[config.mk]
export PLATFORM = sky130hd
export DESIGN_NAME = serial_addsub
export DESIGN_NICKNAME = d
export VERILOG_FILES = /design/src/rtl/serial_addsub_pkg.sv /design/src/rtl/full_addsub_bit.sv /design/src/rtl/serial_addsub.sv
export SDC_FILE = /design/constraint.sdc
export NUM_CORES = 1
export LEC_CHECK = 0
export CAP_MARGIN = 15
export CELL_PAD_IN_SITES_DETAIL_PLACEMENT = 2
export CELL_PAD_IN_SITES_GLOBAL_PLACEMENT = 2
export CORE_MARGIN = 4
export CORE_UTILIZATION = 34
export CTS_CLUSTER_DIAMETER = 200
export DETAILED_ROUTE_END_ITERATION = 12
export PLACE_DENSITY_LB_ADDON = 0.1
export SLEW_MARGIN = 0
export SYNTH_ARGS = -nofsm -noshare
export SYNTH_HDL_FRONTEND = slang
export SYNTH_SLANG_ARGS = --single-unit
[constraint.sdc]
create_clock -name clk_in -period 3.3 [get_ports clk_in]
set_input_delay 0.66 -clock clk_in [delete_from_list [all_inputs] [get_ports clk_in]]
set_output_delay 0.66 -clock clk_in [all_outputs]
set_load 0.005 [all_outputs]
[src/rtl/serial_addsub_pkg.sv]
`default_nettype none
// ============================================================================
// Module      : serial_addsub_pkg
// Description : Shared definitions for the bit-serial adder/subtractor:
//               FSM state encodings, operation mode constants and the
//               default operand width.
// Revision    : 1.0 - initial release
// ============================================================================
package serial_addsub_pkg;

    localparam int DEFAULT_WIDTH = 8;

    localparam logic MODE_ADD = 1'b0;
    localparam logic MODE_SUB = 1'b1;

    typedef enum logic [1:0] {
        IDLE = 2'd0,
        RUN  = 2'd1,
        DONE = 2'd2
    } state_t;

endpackage : serial_addsub_pkg
`default_nettype wire

[src/rtl/full_addsub_bit.sv]
`default_nettype none
// ============================================================================
// Module      : full_addsub_bit
// Description : 1-bit full adder / full subtractor cell.
//               Ports:
//                 a, b    - operand bits
//                 cb_in   - incoming carry (add) or borrow (subtract)
//                 mode    - MODE_ADD / MODE_SUB
//                 s       - sum / difference bit
//                 cb_out  - outgoing carry (add) or borrow (subtract)
// Revision    : 1.0 - initial release
// ============================================================================
module full_addsub_bit
    import serial_addsub_pkg::*;
(
    input  logic a,
    input  logic b,
    input  logic cb_in,
    input  logic mode,
    output logic s,
    output logic cb_out
);

    logic w_carry;
    logic w_borrow;

    // Sum and difference bits are the same three-way XOR; only the
    // carry/borrow generation differs between the two modes.
    assign s        = a ^ b ^ cb_in;
    assign w_carry  = (a & b) | ((a ^ b) & cb_in);
    assign w_borrow = (~a & b) | (~(a ^ b) & cb_in);
    assign cb_out   = (mode == MODE_SUB) ? w_borrow : w_carry;

endmodule : full_addsub_bit
`default_nettype wire

[src/rtl/serial_addsub.sv]
`default_nettype none
// ============================================================================
// Module      : serial_addsub
// Description : Bit-serial unsigned adder/subtractor. Operands are latched
//               on an accepted start, processed LSB first one bit per clock
//               through a single full_addsub_bit cell, and the result is
//               published with a one-cycle done pulse.
//               Ports:
//                 clk_in      - clock, rising edge
//                 rst_n_in    - synchronous active-low reset
//                 start_in    - start request (sampled only when idle)
//                 mode_in     - 0 = a+b, 1 = a-b
//                 a_in, b_in  - unsigned operands
//                 busy_out    - operation in progress
//                 done_out    - one-cycle pulse when result is updated
//                 result_out  - result, held until the next completion
//                 cb_out      - final carry (add) / borrow (subtract)
//                 ovf_out     - signed overflow (SERIAL_ADDSUB_OVF_EN only)
//               Build option: define SERIAL_ADDSUB_OVF_EN to add ovf_out.
// Revision    : 1.0 - initial release
// ============================================================================
module serial_addsub
    import serial_addsub_pkg::*;
#(
    parameter int WIDTH = DEFAULT_WIDTH
) (
    input  logic             clk_in,
    input  logic             rst_n_in,
    input  logic             start_in,
    input  logic             mode_in,
    input  logic [WIDTH-1:0] a_in,
    input  logic [WIDTH-1:0] b_in,
    output logic             busy_out,
    output logic             done_out,
    output logic [WIDTH-1:0] result_out,
    output logic             cb_out
`ifdef SERIAL_ADDSUB_OVF_EN
    ,
    output logic             ovf_out
`endif
);

    localparam int              c_CNT_W = (WIDTH > 2) ? $clog2(WIDTH) : 1;
    localparam logic [c_CNT_W-1:0] c_LAST = c_CNT_W'(WIDTH - 1);

    state_t             r_state;
    state_t             w_next_state;

    logic [WIDTH-1:0]   r_a;
    logic [WIDTH-1:0]   r_b;
    logic               r_mode;
    logic               r_cb;
    logic [c_CNT_W-1:0] r_cnt;
    logic [WIDTH-1:0]   r_sum;
    logic [WIDTH-1:0]   r_result;
    logic               r_cb_out;
    logic               r_done;

    logic               w_s;
    logic               w_cb;
    logic               w_last;

    assign w_last = (r_cnt == c_LAST);

    full_addsub_bit u_cell (
        .a      (r_a[0]),
        .b      (r_b[0]),
        .cb_in  (r_cb),
        .mode   (r_mode),
        .s      (w_s),
        .cb_out (w_cb)
    );

    // ------------------------------------------------------------------
    // FSM
    // ------------------------------------------------------------------
    always_ff @(posedge clk_in) begin
        if (!rst_n_in) begin
            r_state <= IDLE;
        end else begin
            r_state <= w_next_state;
        end
    end

    always_comb begin
        w_next_state = r_state;
        case (r_state)
            IDLE:    if (start_in) w_next_state = RUN;
            RUN:     if (w_last)   w_next_state = DONE;
            DONE:    w_next_state = IDLE;
            default: w_next_state = IDLE;
        endcase
    end

    // ------------------------------------------------------------------
    // Datapath
    // ------------------------------------------------------------------
`ifdef SERIAL_ADDSUB_OVF_EN
    logic r_ovf_calc;
    logic r_ovf;
`endif

    always_ff @(posedge clk_in) begin
        if (!rst_n_in) begin
            r_a      <= '0;
            r_b      <= '0;
            r_mode   <= MODE_ADD;
            r_cb     <= 1'b0;
            r_cnt    <= '0;
            r_sum    <= '0;
            r_result <= '0;
            r_cb_out <= 1'b0;
            r_done   <= 1'b0;
`ifdef SERIAL_ADDSUB_OVF_EN
            r_ovf_calc <= 1'b0;
            r_ovf      <= 1'b0;
`endif
        end else begin
            r_done <= 1'b0;
            case (r_state)
                IDLE: begin
                    if (start_in) begin
                        r_a    <= a_in;
                        r_b    <= b_in;
                        r_mode <= mode_in;
                        r_cb   <= 1'b0;
                        r_cnt  <= '0;
                    end
                end
                RUN: begin
                    // Operands shift toward bit 0; each new result bit
                    // enters at the MSB so the LSB lands at bit 0 after
                    // WIDTH shifts.
                    r_a   <= r_a >> 1;
                    r_b   <= r_b >> 1;
                    r_sum <= {w_s, r_sum[WIDTH-1:1]};
                    r_cb  <= w_cb;
                    r_cnt <= r_cnt + 1'b1;
`ifdef SERIAL_ADDSUB_OVF_EN
                    // Signed overflow is carry-in XOR carry-out of the
                    // MSB; for subtraction the borrows are inverted
                    // carries, so the same XOR applies.
                    if (w_last) begin
                        r_ovf_calc <= r_cb ^ w_cb;
                    end
`endif
                end
                DONE: begin
                    r_result <= r_sum;
                    r_cb_out <= r_cb;
                    r_done   <= 1'b1;
`ifdef SERIAL_ADDSUB_OVF_EN
                    r_ovf    <= r_ovf_calc;
`endif
                end
                default: begin
                    r_done <= 1'b0;
                end
            endcase
        end
    end

    assign busy_out   = (r_state != IDLE);
    assign done_out   = r_done;
    assign result_out = r_result;
    assign cb_out     = r_cb_out;
`ifdef SERIAL_ADDSUB_OVF_EN
    assign ovf_out    = r_ovf;
`endif

endmodule : serial_addsub
`default_nettype wire

# ---- Word-level counts from Yosys, hierarchy flattened
# Index checks and enable logic that the tools add are counted.
dict set report classes {
  addsub 1
  multipliers 0
  n_div 0
  order_cmp 0
  eq_ne 5
  shift 0
  muxes 13
  bitwise_logic 10
  reduce_logical 6
}
# cell count
set ops {}
lappend ops {{one-hot mux 8 bit (2 select lines)} 2}
lappend ops {{2-to-1 mux 8 bit} 2}
lappend ops {{one-hot mux 3 bit (2 select lines)} 1}
lappend ops {{AND reduction 2 bit} 3}
lappend ops {{AND 1 bit} 4}
lappend ops {{2-to-1 mux 2 bit} 2}
lappend ops {{!= test 2 bit (second input constant)} 2}
lappend ops {{one-hot mux 2 bit (2 select lines)} 1}
lappend ops {{nonzero test 2 bit} 2}
lappend ops {{adder 3 x 1 -> 3 bit (second input constant)} 1}
lappend ops {{equality test 3 bit (second input constant)} 1}
lappend ops {{2-to-1 mux 1 bit} 3}
lappend ops {{2-to-1 mux 3 bit} 1}
lappend ops {{equality test 2 x 1 -> 1 bit (second input constant)} 1}
lappend ops {{equality test 2 bit (second input constant)} 1}
lappend ops {{logical NOT 2 bit} 1}
lappend ops {{inverter 1 bit} 2}
lappend ops {{OR 1 bit} 2}
lappend ops {{one-hot mux 1 bit (2 select lines)} 1}
lappend ops {{XOR 1 bit} 2}
dict set report word_totals {
  reg_bits 41
  latchBits 0
  ramBits 0
  rom_bits 0
  output_inout_bits 11
  memories 0
}

# ---- Longest topological paths before layout
dict set report logic_depth {
  word_depth 6
  depth_mapped 5
  mapped_depth_nobuf 5
}

# ---- Hierarchy
# From an unflattened synthesis, not the netlist that was laid out.
dict set report hier_totals {
  hier_cells 191
  area_unflattened_um2 1744.2
}
# mod instances cells_per_inst area_each_um2 seq_area_each_um2
set modules_own_cells {}
lappend modules_own_cells {serial_addsub 1 185 1682.9 820.8}
lappend modules_own_cells {full_addsub_bit 1 6 61.3 0.0}

# ---- Worst setup path after synthesis
# OpenSTA, ideal clock, no wires.
dict set report synth_timing {
  path_kind {flip-flop to output port}
  startpoint {reg r_state[0]}
  endpoint {out busy_out}
  arrival_ns 1.009
  path_slack_ns 1.631
  path_stages_with_launch 4
  cell_sequence {dfxtp_1 buf_2 buf_4 or2_2}
}
dict set report synth_between {
  elab_chain_cells 1
}
# item line
set synth_lines {}
lappend synth_lines {{start: declaration} serial_addsub.sv:46} ;# state_t r_state;
lappend synth_lines {{start signal: assignment} serial_addsub.sv:81} ;# r_state <= w_next_state;
lappend synth_lines {{nonzero test 2 bit} serial_addsub.sv:163} ;# assign busy_out = (r_state != IDLE);
lappend synth_lines {{end: declaration} serial_addsub.sv:33} ;# output logic busy_out,
# No other way between the ends.

# ---- Final worst setup path
# Same ends and word-level chain as after synthesis.

==> summary.md <==
| Metric | Value |
|---|---|
| Status | finished clean |
| Reg clk slew, reported paths | 0.08 ns |
| CP endpoint | busy_out |
| Worst Max-Slew Pin Slew | 0.9923 ns |
| Endpoints failing hold | 0 |
| Die X | 79.81 um |
| Critical setup path kind | register to output port |
| CP cell instances | or2_2 -> clkdlybuf4s50_1 |
| Pre-CTS setup slack | 0.9249 ns |
| Post-route DRC | 0 |
| Largest net degree at the start of global routing | 28 |
| DRT iter0 DRCs | 81 |
| Num CTS Buffers | 5 |
| CP endpoint kind | output port |
| Vias post-DR | 1453 |
| Die area | 6369 um^2 |
| Synth unique cells | 28 |
| Worst r2r src | r_state[0] |
| Syn nets | 216 |
| IO Count | 31 |
| Max-slew violations | 0 |
| Most used DFF post-synth | dfxtp_1 |
| Fin Setup TNS | 0 ns |
| Filler cells | 538 |
| Startpoint Class | register |
| Total wire length | 4680 um |
| Post-route ant nets | 0 |
| DRT Pass-1 Iters | 4 |
| H-tree levels | 2 |
| Vias in the first global route | 1607 |
| Levels on crit path | 2 |
| Post-CTS setup buffer count | 0 |
| Commonest non-fill, non-tap cells in the layout | dfxtp_1, nand2_1, clkdlybuf4s50_1 |
| Arrival time at the worst endpoint | 1.59 ns |
| R2R Path End | r_sum[5] |
| Min-Delay Path Class | register to register |
| All-Layer GR Usage | 0.1616 |
| P per Cell Area | 467.8 nW/um^2 |
| R2r setup slk | 1.43 ns |
| Worst Setup SP | r_state[0] |
| Delay of the slowest critical-path stage | 0.58 ns |
| Clk buf depth | 2 |
| Top delay family on crit path | flip-flops |
| Fmax | 444.1 MHz |
| Setup violations, final | 0 |
| Clk Latency, worst-skew pair | 0.29 ns |
| Synth warn | 0 |
| RSZ-0062 raised after global routing | no |
| Pleak | 0.7711 nW |
| Final worst setup slack | 1.048 ns |
| Worst R2R Path Depth | 3 |
| First-pass GRT wire length | 7983 um |
| Final #Nets | 242 |
| CP required | 2.64 ns |
| CTS tree | built |
| Hold buffers post-CTS | 0 |
| Synth-to-layout area growth | 26.48% |
| Post-synthesis cell count | 192 |
| Routability cong. | 0.6847 |
| Mapped Area | 1753 um^2 |
| Relative max-transition margin | 0.3371 |
| Synthesized flop and latch total | 41 |
| Root Buffer | clkbuf_8 |
| Commonest non-fill, non-tap cell in the layout | dfxtp_1 |
| # diodes | 0 |
| CP bufs+invs | 1 |
| Die height | 79.81 um |
| Max IR drop VDD | 0.1920 mV |
| Port buffer count | 30 |
| Cell Rows | 25 |
| Dpl hpwl | 3365 um |
| Slowest CP cell | dfxtp_1 |
| Core ar. | 4848 um^2 |
| Starting Density | 0.3615 |
| Congestion Overflow GR | 0 |
| Layout cell share with drive strength beyond 1 | 0.06849 |
| Critical-path maximum fanout | 11 |
| Min Tclk post-route | 2.252 ns |
| Resized cells post-CTS | 0 |
| Vias per cell | 5.080 |
| Clk sinks | 41 |
| Sequential fraction of the synthesis area | 0.4682 |
| Max-cap violations | 0 |
| Number of synthesized flops with an enable pin | 0 |
| Wire length per cell | 16.36 um |
| Initial antenna violation count | 0 |
| Total power draw | 1.037 mW |
| Mapped Avg Cell Area | 9.130 um^2 |
| Clock skew | 0.005576 ns |
| Final worst path period share | 0.6823 |
| Post-synth ARST share | 0 |
==> cell type report <==
type / count / area [um^2] / share of cell area
clock buffers: 5 / 68.82 / 0.03104
multi-input cells: 132 / 852.1 / 0.3843
well taps: 67 / 83.83 / 0.03781
inverters: 4 / 15.01 / 0.006772
flip-flops and latches: 41 / 820.8 / 0.3702
repair buffers: 34 / 330.3 / 0.1490
clock inverters: 3 / 46.29 / 0.02088
==> power by group <==
part / switching, mW / total [mW] / internal (mW)
Combinational: 0.0495 / 0.101 / 0.0511
Sequential: 0.0149 / 0.528 / 0.513
Clock: 0.182 / 0.409 / 0.226
==> synthesized netlist by cell type, drive strengths merged, types with 2 or more instances <==
master    n  share of area
inv       4         0.0086
ha        2          0.014
o21ai    20          0.057
nor2b     2         0.0071
a21boi   18          0.077
o211ai   14          0.060
nand2    39          0.084
nor2      3         0.0079
buf       5          0.016
fa        2          0.023
mux2i    15          0.086
nand3     3         0.0086
clkbuf   10          0.021
nor3b     2         0.0086
nand2b    2         0.0071
dfxtp    41           0.47
nand4bb   2          0.013
==> state kept, by name, summed over array words and instances, names as in the netlist <==
| name | count |
|---|---|
| r_sum | 8 |
| r_state | 2 |
| r_cb | 1 |
| r_a | 8 |
| done_out | 1 |
| result_out | 8 |
| r_cnt | 3 |
| r_mode | 1 |
| cb_out | 1 |
| r_b | 8 |
==> cell families after synthesis <==
kind of cell | Yosys count | synth area share
buffers and inverters | 19 | 0.04568
AND/OR/NAND/NOR | 58 | 0.1570
multiplexers | 15 | 0.08565
AO/OA/AOI/OAI | 55 | 0.2063
flip-flops | 41 | 0.4682
adder cells (fa/ha/maj) | 4 | 0.03711
==> tightest hold or removal path: cells and delay by family (launching register included) <==
family | cells | cell delay [ns]
flops | 1 | 0.32
compound gates | 1 | 0.07
simple gates | 1 | 0.04
==> stage by stage <==
stage | hold slack, ns | util | cell area (um^2) | instances
CTS | 0.4795 | 0.4573 | 2217 | 286
global route | 0.5021 | 0.4573 | 2217 | 286
global placement | 0.4485 | 0.4335 | 2102 | 278
detailed placement | 0.4677 | 0.4335 | 2102 | 278
floorplan | 0.4397 | - | 1753 | 192
finish | 0.4697 | 0.4573 | 2217 | 286
==> routing by layer <==
layer / vias to the layer above / wire [um] / GRT usage / part of all wire
met4: 0 / 34 / 0.03041 / 0.0073
met3: 4 / 123 / 0.03725 / 0.026
met5: - / 0 / 0 / 0
met1: 720 / 2131 / 0.1982 / 0.46
li1: 710 / - / - / -
met2: 19 / 2391 / 0.2888 / 0.51
==> how the worst min path moves through the flow <==
stage	start	end	cells after the start
3_5_place_dp	result_out[6]	result_out[6]	2
2_1_floorplan	r_cnt[1]	r_cnt[1]	2
4_1_cts	r_cnt[1]	r_cnt[1]	2
3_3_place_gp	r_cnt[1]	r_cnt[1]	2
6_report	result_out[6]	result_out[6]	2
5_1_grt	result_out[6]	result_out[6]	2
Power figures use the tool's default switching activity.
